<file path="src/rtl/ddr_line_fetch.sv">
// ddr_line_fetch: sequences DDR read bursts that fill the back bank of a
// double-banked scanline buffer and owns the framebuffer line pointer.
//
// Ports:
//   i_clk            system clock
//   i_reset          asynchronous active-low reset
//   i_frame_start    vblank pulse, rewinds the line pointer
//   i_line_req       request to fetch the next line into the back bank
//   i_ddr_busy       DDR waitrequest
//   o_ddr_rd         DDR read request
//   o_ddr_addr       burst start word address
//   o_ddr_burstcnt   burst length (constant BURST_LEN)
//   i_ddr_dout       DDR read data
//   i_ddr_dout_ready DDR read data valid
//   o_buf_we         line-buffer write strobe
//   o_buf_addr       line-buffer address {bank, word index}
//   o_buf_data       line-buffer write data
//   o_disp_bank      bank read by the display side
//   o_line_done      one-cycle pulse when a line is fully written
//   o_busy           fetch in progress
//   o_underrun       sticky: line request seen while busy
module ddr_line_fetch #(
  parameter logic [28:0] FB_BASE    = 29'h0600_0000,
  parameter int unsigned LINE_WORDS = 64,
  parameter int unsigned BURST_LEN  = 8,
  localparam int unsigned AW        = $clog2(LINE_WORDS) + 1
) (
  input  logic          i_clk,
  input  logic          i_reset,
  input  logic          i_frame_start,
  input  logic          i_line_req,
  input  logic          i_ddr_busy,
  output logic          o_ddr_rd,
  output logic [28:0]   o_ddr_addr,
  output logic [7:0]    o_ddr_burstcnt,
  input  logic [63:0]   i_ddr_dout,
  input  logic          i_ddr_dout_ready,
  output logic          o_buf_we,
  output logic [AW-1:0] o_buf_addr,
  output logic [63:0]   o_buf_data,
  output logic          o_disp_bank,
  output logic          o_line_done,
  output logic          o_busy,
  output logic          o_underrun
);

  localparam int unsigned IW = $clog2(LINE_WORDS);
  localparam int unsigned BW = $clog2(BURST_LEN + 1);
  localparam logic [BW-1:0] BurstLast = BW'(BURST_LEN - 1);
  localparam logic [IW-1:0] WordLast  = IW'(LINE_WORDS - 1);

  typedef enum logic [1:0] {StIdle, StIssue, StWait, StDone} state_e;

  state_e          r_state, w_state_d;
  logic [28:0]     r_line_ptr, w_line_ptr_d;
  logic [IW-1:0]   r_widx, w_widx_d;
  logic [BW-1:0]   r_bcnt, w_bcnt_d;
  logic            r_fetch_bank, w_fetch_bank_d;
  logic            r_pend, w_pend_d;
  logic            r_ddr_rd, w_ddr_rd_d;
  logic [28:0]     r_ddr_addr, w_ddr_addr_d;
  logic            r_buf_we, w_buf_we_d;
  logic [AW-1:0]   r_buf_addr, w_buf_addr_d;
  logic [63:0]     r_buf_data, w_buf_data_d;
  logic            r_disp, w_disp_d;
  logic            r_done, w_done_d;
  logic            r_busy, w_busy_d;
  logic            r_underrun, w_underrun_d;

  always_comb begin
    w_state_d      = r_state;
    w_line_ptr_d   = r_line_ptr;
    w_widx_d       = r_widx;
    w_bcnt_d       = r_bcnt;
    w_fetch_bank_d = r_fetch_bank;
    w_pend_d       = r_pend;
    w_ddr_rd_d     = r_ddr_rd;
    w_ddr_addr_d   = r_ddr_addr;
    w_buf_we_d     = 1'b0;
    w_buf_addr_d   = r_buf_addr;
    w_buf_data_d   = r_buf_data;
    w_disp_d       = r_disp;
    w_done_d       = 1'b0;
    w_underrun_d   = r_underrun;

    unique case (r_state)
      StIdle: begin
        if (i_frame_start) begin
          w_line_ptr_d = FB_BASE;
          w_disp_d     = 1'b0;
          w_underrun_d = 1'b0;
        end
        if (i_line_req) begin
          // A simultaneous rewind takes effect first, so use the rewound view.
          w_state_d      = StIssue;
          w_widx_d       = '0;
          w_bcnt_d       = '0;
          w_fetch_bank_d = i_frame_start ? 1'b1 : ~r_disp;
          w_ddr_rd_d     = 1'b1;
          w_ddr_addr_d   = i_frame_start ? FB_BASE : r_line_ptr;
        end
      end
      StIssue: begin
        if (!i_ddr_busy) begin
          w_ddr_rd_d = 1'b0;
          w_state_d  = StWait;
        end
      end
      StWait: begin
        if (i_ddr_dout_ready) begin
          w_buf_we_d   = 1'b1;
          w_buf_data_d = i_ddr_dout;
          w_buf_addr_d = {r_fetch_bank, r_widx};
          w_widx_d     = r_widx + IW'(1);
          w_bcnt_d     = r_bcnt + BW'(1);
          if (r_bcnt == BurstLast) begin
            w_bcnt_d = '0;
            if (r_widx == WordLast) begin
              w_state_d = StDone;
            end else begin
              w_state_d    = StIssue;
              w_ddr_rd_d   = 1'b1;
              w_ddr_addr_d = r_line_ptr + 29'(r_widx) + 29'd1;
            end
          end
        end
      end
      StDone: begin
        w_state_d = StIdle;
        w_done_d  = 1'b1;
        // A rewind requested during the fetch replaces this line's increment.
        if (r_pend || i_frame_start) begin
          w_line_ptr_d = FB_BASE;
          w_disp_d     = 1'b0;
          w_underrun_d = 1'b0;
          w_pend_d     = 1'b0;
        end else begin
          w_line_ptr_d = r_line_ptr + 29'(LINE_WORDS);
          w_disp_d     = ~r_disp;
        end
      end
      default: w_state_d = StIdle;
    endcase

    if (i_frame_start && (r_state == StIssue || r_state == StWait)) begin
      w_pend_d = 1'b1;
    end
    if (i_line_req && r_state != StIdle) begin
      w_underrun_d = 1'b1;
    end

    // Busy stays up through the line_done cycle.
    w_busy_d = (w_state_d != StIdle) || (r_state == StDone);
  end

  always_ff @(posedge i_clk or negedge i_reset) begin
    if (!i_reset) begin
      r_state      <= StIdle;
      r_line_ptr   <= FB_BASE;
      r_widx       <= '0;
      r_bcnt       <= '0;
      r_fetch_bank <= 1'b0;
      r_pend       <= 1'b0;
      r_ddr_rd     <= 1'b0;
      r_ddr_addr   <= '0;
      r_buf_we     <= 1'b0;
      r_buf_addr   <= '0;
      r_buf_data   <= '0;
      r_disp       <= 1'b0;
      r_done       <= 1'b0;
      r_busy       <= 1'b0;
      r_underrun   <= 1'b0;
    end else begin
      r_state      <= w_state_d;
      r_line_ptr   <= w_line_ptr_d;
      r_widx       <= w_widx_d;
      r_bcnt       <= w_bcnt_d;
      r_fetch_bank <= w_fetch_bank_d;
      r_pend       <= w_pend_d;
      r_ddr_rd     <= w_ddr_rd_d;
      r_ddr_addr   <= w_ddr_addr_d;
      r_buf_we     <= w_buf_we_d;
      r_buf_addr   <= w_buf_addr_d;
      r_buf_data   <= w_buf_data_d;
      r_disp       <= w_disp_d;
      r_done       <= w_done_d;
      r_busy       <= w_busy_d;
      r_underrun   <= w_underrun_d;
    end
  end

  assign o_ddr_rd       = r_ddr_rd;
  assign o_ddr_addr     = r_ddr_addr;
  assign o_ddr_burstcnt = 8'(BURST_LEN);
  assign o_buf_we       = r_buf_we;
  assign o_buf_addr     = r_buf_addr;
  assign o_buf_data     = r_buf_data;
  assign o_disp_bank    = r_disp;
  assign o_line_done    = r_done;
  assign o_busy         = r_busy;
  assign o_underrun     = r_underrun;

endmodule

</file>
<file path="config.mk">
export PLATFORM = sky130hd
export DESIGN_NAME = ddr_line_fetch
export DESIGN_NICKNAME = d
export VERILOG_FILES = /design/src/rtl/ddr_line_fetch.sv
export SDC_FILE = /design/constraint.sdc
export NUM_CORES = 1
export LEC_CHECK = 0
export CELL_PAD_IN_SITES_DETAIL_PLACEMENT = 1
export CELL_PAD_IN_SITES_GLOBAL_PLACEMENT = 1
export CORE_ASPECT_RATIO = 2
export CORE_MARGIN = 8
export CORE_UTILIZATION = 41
export CTS_CLUSTER_DIAMETER = 120
export DETAILED_ROUTE_END_ITERATION = 8
export GPL_ROUTABILITY_DRIVEN = 0
export PLACE_DENSITY_LB_ADDON = 0.1
export REMOVE_ABC_BUFFERS = 1
export SYNTH_ARGS = -nofsm -noshare
export SYNTH_HDL_FRONTEND = slang
export SYNTH_SLANG_ARGS = --single-unit
</file>
<file path="constraint.sdc">
create_clock -name i_clk -period 3.6 [get_ports i_clk]
set_clock_uncertainty 0.1 [all_clocks]
set_input_delay 0.9 -clock i_clk [delete_from_list [all_inputs] [get_ports i_clk]]
set_output_delay 0.9 -clock i_clk [all_outputs]
set_load 0.01 [all_outputs]
</file>
==> run metrics, run 1 <==
chip width 109 µm; overflow left after global routing 0; H-tree depth 4; io pins about 180; initial antenna violation count 0; CP endpoint kind flop; LEAKAGE about 4.0 nW; RSZ-0062 raised after global routing false; all-layer global routing usage 0.208; Bufs on Longest Clock Path 2; largest family of logic cells by synthesized area compound AO/OA/AOI/OAI gates; Clk Latency, worst-skew pair 0.42 ns; peak supply drop 442 µV; critical path class primary input to flop; worst path required time 3.85 ns; Worst setup SP type primary input; die height approximately 200 µm; Max-slew headroom 0.560; syn_area_per_cell roughly 11 µm²; Yosys cell types 63; crit path max fanout 13; via count 5,759; vias in the first global route approximately 6,100; Num Clock Sinks ~150; first drt pass iteration count 4; hpwl dp 15.8 mm; Hold Fails Final Rpt 0; Hold Crit Class primary input to async pin; first-pass GRT wire length 35.3 mm; post-synth design cell area 0.00705 mm²; CTS Hold Bufs 0; number of flops mapped to enable cells by yosys 0; Final Setup Violations 0; post-synthesis mux area share 0.115; async set-reset flop share out of synthesis 1.00; Synthesis Warnings 0; CP Cell Sequence clkdlybuf4s50_1 -> nor2b_1 -> a211o_1 -> or2_2 -> buf_4 -> or4_1 -> nand3_1; Port Buf Inserts 175; share of cells above drive strength 1 0.168; RR Startpoint r_state[1]$_DFF_PN0_; # rows between 60 and 70; Initial Util 0.414; TritonCTS clock tree built; reg-to-reg setup timing slack 0.83 ns; Detail Route Antenna Nets 0; clock slew at reported path FFs 0.06 ns; maximum number of pins on one net before global-route repair 66; Worst-Margin Slew 0.660 ns; TNS Setup 0 ns; sequential-to-total area share from yosys stat 0.529; # diodes 0; post-CTS setup buffer count 0; PD cells a little under 800 mW/mm²; WL final around 22 mm; CP peak stage delay roughly 0.53 ns; R2R Path End o_ddr_addr[27]$_DFFE_PN0P_; post_cts resized 0; Tcrit/Tclk final 0.770; routed len/inst 21.2 µm; CP max stage cell clkdlybuf4s50_1; Synth Area in Adders 0.0277; synthesis-stage register bit count 149; Post-Synth XOR/XNOR Area 0.00746; # fillers ~1,800; max-cap violations 0; Top FF cell, synth dfrtp_1; DP Cell Count 1,004; final cell count without fillers 1,036; status finished, final reports clean; Compound-Gate Fraction of Synth Area 0.142; gate count of the mapped netlist 640; Die Footprint between 0.02 and 0.025 mm²; simple-gate portion of the synthesized area 0.133; nets@finish approximately 900; Reg2Reg Depth 8; drt first-iter violations 206; Core Area 0.0170 mm²; Root Driver clkbuf_16; Syn-to-layout area delta 36.1%; CTS Buf Count 17; pre-CTS setup slack between 0.4 and 0.5 ns; fin crit period 2.77 ns; setup ws final roughly 0.83 ns; Critical Path AT 3.02 ns; max-slew violations 0; max frequency 361 MHz; Vias/cell around 5.6; DRC violation count after routing 0
-- synthesized netlist by cell type, types with 4 or more instances --
master     count  area (µm²)
nand2b_1       4        25.0
nand3_1       20         100
ha_1          14         175
nor2b_1       12        75.1
nand4_1        8        50.1
o31ai_1       21         158
buf_4          9        67.6
mux2_2        72         811
clkbuf_1      26        97.6
o2111ai_1      4        35.0
a21oi_1       21         105
o31a_1         9        78.8
o21a_1         4        30.0
dfrtp_1      147        3680
a31oi_1       13        81.3
nor3_1         7        35.0
nor4_1         4        25.0
nor2_1        51         191
or3_1         11        68.8
inv_1         20        75.1
o211ai_1      13        97.6
xnor2_1        6        52.6
or4_1          5        37.5
o21ai_0       39         195
nand2_1       40         150
a22o_1         4        35.0
-- metrics by stage --
stage	power, mW	util	hold slack, ns	cell area (µm²)
after global placement	5.67	0.530	0.366	9020
after floorplan	4.00	-	0.344	6830
after global routing	7.90	0.564	0.418	9590
after CTS	7.58	0.564	0.399	9590
after detailed placement	5.78	0.530	0.385	9020
final	7.46	0.564	0.367	9590
-- worst max path at each step --
stage	end	start	cells past startpoint	slack [ns]
detailed placement	o_ddr_addr[27]$_DFFE_PN0P_	i_line_req	7	0.42
floorplan	o_ddr_addr[6]$_DFFE_PN0P_	r_state[0]$_DFF_PN0_	7	0.20
CTS	o_ddr_addr[27]$_DFFE_PN0P_	r_state[1]$_DFF_PN0_	8	0.81
global placement	o_ddr_addr[27]$_DFFE_PN0P_	i_line_req	7	0.48
global route	o_ddr_addr[27]$_DFFE_PN0P_	r_state[1]$_DFF_PN0_	8	0.68
finish	o_ddr_addr[27]$_DFFE_PN0P_	i_line_req	7	0.83
-- area by class of cell --
| type | instances | area (µm²) | share of cell area |
|---|---|---|---|
| Timing Repair Buffer | 193 | 1930 | 0.201 |
| Inverter | 20 | 75.1 | 0.00783 |
| Clock inverter | 12 | 131 | 0.0137 |
| Clock buffer | 20 | 437 | 0.0455 |
| Tap cell | 210 | 263 | 0.0274 |
| Sequential cell | 149 | 3730 | 0.389 |
| Multi-Input combinational cell | 432 | 3030 | 0.316 |
-- where the power goes --
group	switching, mW	total (mW)	internal (mW)
clock network	0.727	1.75	1.02
registers	0.317	2.57	2.25
logic	1.47	3.15	1.68
total	2.52	7.46	4.95
-- state kept, by name, indices dropped and copies added (netlist names), 2 cells and up --
| signal | flops |
|---|---|
| r_state | 2 |
| r_line_ptr | 29 |
| o_ddr_addr | 29 |
| o_buf_data | 64 |
| r_bcnt | 4 |
| r_widx | 6 |
| o_buf_addr | 7 |
-- worst max-delay path: cells and delay by family --
family / cells / cell delay (ns)
AND/OR/NAND/NOR: 4 / 1.08
buffers and inverters: 2 / 0.74
AO/OA/AOI/OAI: 1 / 0.30
-- cell families (layout without fill, tap and decap cells) --
kind of cell	count (synthesis)	after routing
AOI/OAI and AO/OA	149	149
adders and majority gates	15	15
DFF	149	149
and+or+nand+nor	182	182
other	2	8
buffers and inverters	65	245
xor gates and xnor gates	6	6
muxes	72	72
-- placed cells by master, fill, tap and decap left out, types with 13 or more instances in the layout --
cell | Yosys | layout
inv_1 | 20 | 19
a21oi_1 | 21 | 21
clkbuf_16 | 0 | 17
buf_4 | 9 | 15
o31ai_1 | 21 | 21
nor2_1 | 51 | 50
dfrtp_1 | 147 | 147
o211ai_1 | 13 | 13
a31oi_1 | 13 | 13
mux2_2 | 72 | 72
nand3_1 | 20 | 20
ha_1 | 14 | 14
clkdlybuf4s50_1 | 0 | 174
nand2_1 | 40 | 40
o21ai_0 | 39 | 39
-- metal layers --
metal	GRT usage	vias up	part of all wire
li1	-	2662	-
met5	0	-	0
met2	0.359	141	0.54
met3	0.0397	26	0.045
met1	0.247	2930	0.39
met4	0.0768	0	0.025
Note: power is estimated with default switching activity, not from simulation.
==> inputs of run 2 (changes only) <==
CORE_UTILIZATION = 34   (was 41)
clock period = 2.5 ns   (was 3.6 ns; I/O delays follow)
==> run metrics, run 2 (same netlist as run 1, synthesis figures left out) <==
status finished, final reports clean; Hold Path Depth 2; # rows 74 (+8.8%); maximum number of pins on one net before global-route repair 65 (-1.5%); vias in the first global route 6,742 (+9.9%); # fillers 2,259 (+23%); DRC violation count after routing 0 (unchanged); nets@finish 951 (+5.9%); commonest non-fill, non-tap cells in the layout clkdlybuf4s50_1 (174), dfrtp_1 (147), mux2_2 (72), buf_4 (63), nor2_1 (50); initial antenna violation count 1 (+1); Port Buf Inserts 175 (unchanged); CP Cell Sequence inv_1 -> ha_2 -> fa_2 -> nor2b_2 -> o31a_1 -> o31ai_1 -> buf_4 -> or4_1 -> a31oi_1; Clk Latency, worst-skew pair 0.44 ns (+0.02 ns); clock slew at reported path FFs 0.06 ns (about the same); chip width 118 µm (+8.4%); CP peak stage delay 0.53 ns (about the same); commonest non-fill, non-tap cell in the layout clkdlybuf4s50_1; RSZ-0062 raised after global routing true; Worst setup SP type flop; Hold Fails Final Rpt 0 (unchanged); Root Driver clkbuf_16; Overall Power 11.4 mW (+53%); LEAKAGE 4.30 nW (+7.8%); GRT met1 Usage 0.174 (-0.0735); hpwl dp 19.1 mm (+21%); H-tree depth 4 (unchanged); crit path max fanout 9 (-4); max-cap violations 0 (unchanged); via count 5,933 (+3.0%); pre-CTS setup slack -0.364 ns (-0.780 ns); drt first-iter violations 188 (-8.7%); first-pass GRT wire length 38.8 mm (+9.9%); Largest register FFs 64 (unchanged); CP max stage cell or4_1; worst path required time 2.76 ns (-1.09 ns); Worst path depth 9 (+2); Critical Path AT 2.69 ns (-0.33 ns); share of cells above drive strength 1 0.223 (+0.0550); all-layer global routing usage 0.194 (-0.0144); grt met3 use 0.0505 (+0.0108); met2 Use GR 0.387 (+0.0277); io pins 184 (unchanged); Bufs on Longest Clock Path 2 (unchanged); TNS Setup 0 ns (unchanged); CP endpoint kind flop; TritonCTS clock tree built; Tcrit/Tclk final 0.972; area occupied by multi-input gates 0.00305 mm² (+0.70%); Util after Layout 0.501 (-0.0631); routed len/inst 21.5 µm (+1.7%); Detail Route Antenna Nets 0 (unchanged); overflow left after global routing 0 (unchanged); Core Area 0.0204 mm² (+20%); Top Family by Delay on Critical Path simple AND/OR/NAND/NOR gates; first drt pass iteration count 4 (unchanged); GRT busiest layer met2; CTS Buf Count 17 (unchanged); max frequency 411 MHz; PD cells 1120 mW/mm² (+44%); Hold Crit Class flop to flop; Die Footprint 0.0259 mm² (+18%); critical path buffer and inverter count 2 (unchanged); critical path class flop to flop; WL final 24.7 mm (+12%); Final Setup Violations 0 (unchanged); Reg2Reg Depth 9 (+1); Initial Util 0.346 (-0.0682); Sequential Area 0.00373 mm² (unchanged); max-slew violations 0 (unchanged); die height 220 µm (+9.0%); Syn-to-layout area delta 44.7%; setup ws final 0.0693 ns (-0.760 ns); fin crit period 2.43 ns; Vias/cell 5.18 (-6.9%); Num Clock Sinks 149 (unchanged); peak supply drop 601 µV (+36%)
## run 2: cell types whose count changed in the layout (fill, tap and decap cells not counted), sizes merged
| cell | previous run | this run |
|---|---|---|
| inv | 21 | 20 |
| clkbuf | 20 | 23 |
| dlygate4sd3 | 0 | 1 |
| clkinv | 5 | 1 |
| buf | 19 | 71 |
| bufinv | 2 | 4 |
| diode | 0 | 2 |
| clkinvlp | 4 | 3 |
## run 2: power by group
group          internal, mW  switching, mW
clock                  1.74           1.00
combinational          2.71           2.27
sequential             3.24          0.440
total                  7.69           3.71
## run 2: worst paths after layout
check / from / end / slack, ns
max: r_widx[0]$_DFFE_PN0P_ / o_ddr_addr[28]$_DFFE_PN0P_ / 0.07
min: r_fetch_bank$_DFFE_PN0P_ / r_fetch_bank$_DFFE_PN0P_ / 0.39
max reg2reg: r_widx[0]$_DFFE_PN0P_ / o_ddr_addr[28]$_DFFE_PN0P_ / 0.07
min reg2reg: r_fetch_bank$_DFFE_PN0P_ / r_fetch_bank$_DFFE_PN0P_ / 0.39
max in group asynchronous: i_reset / r_widx[2]$_DFFE_PN0P_ / 1.20
min in group asynchronous: i_reset / o_ddr_addr[10]$_DFFE_PN0P_ / 0.48
## run 2: layout make-up
cell class | instances | share of cell area
diodes | 2 | 0.000491
clock buffers | 23 | 0.0469
clock inverters | 8 | 0.0145
inverters | 20 | 0.00736
multi-input cells | 432 | 0.299
flip-flops and latches | 149 | 0.366
well taps | 266 | 0.0326
repair buffers | 246 | 0.233
## run 2: metal layers
layer | part of all wire | routed length, µm | up-vias
li1 | - | - | 2772
met4 | 0.039 | 958 | 0
met3 | 0.038 | 929 | 44
met2 | 0.59 | 14700 | 138
met5 | 0 | 0 | -
met1 | 0.33 | 8110 | 2979
## run 2: timing repair
item                                   CTS  global route
resized for setup                        3             5
setup buffers                            0             1
hold buffers                             1             0
pin swaps                                0             4
endpoints found under the hold margin   11             0
setup endpoints to repair                6             6
## run 2: metrics by stage
step           std cells  hold slack (ns)  cell area, µm²
2_1_floorplan        601            0.229            6830
3_5_place_dp        1111            0.361            9520
5_1_grt             1145            0.422           10200
3_3_place_gp        1111            0.363            9520
4_1_cts             1143            0.400           10200
6_report            1146            0.392           10200
## run 2: tightest hold or removal path, stage by stage (launching register included)
cell and delay, ns:
dfrtp_1 0.35, nand2_1 0.05, o21ai_0 0.06
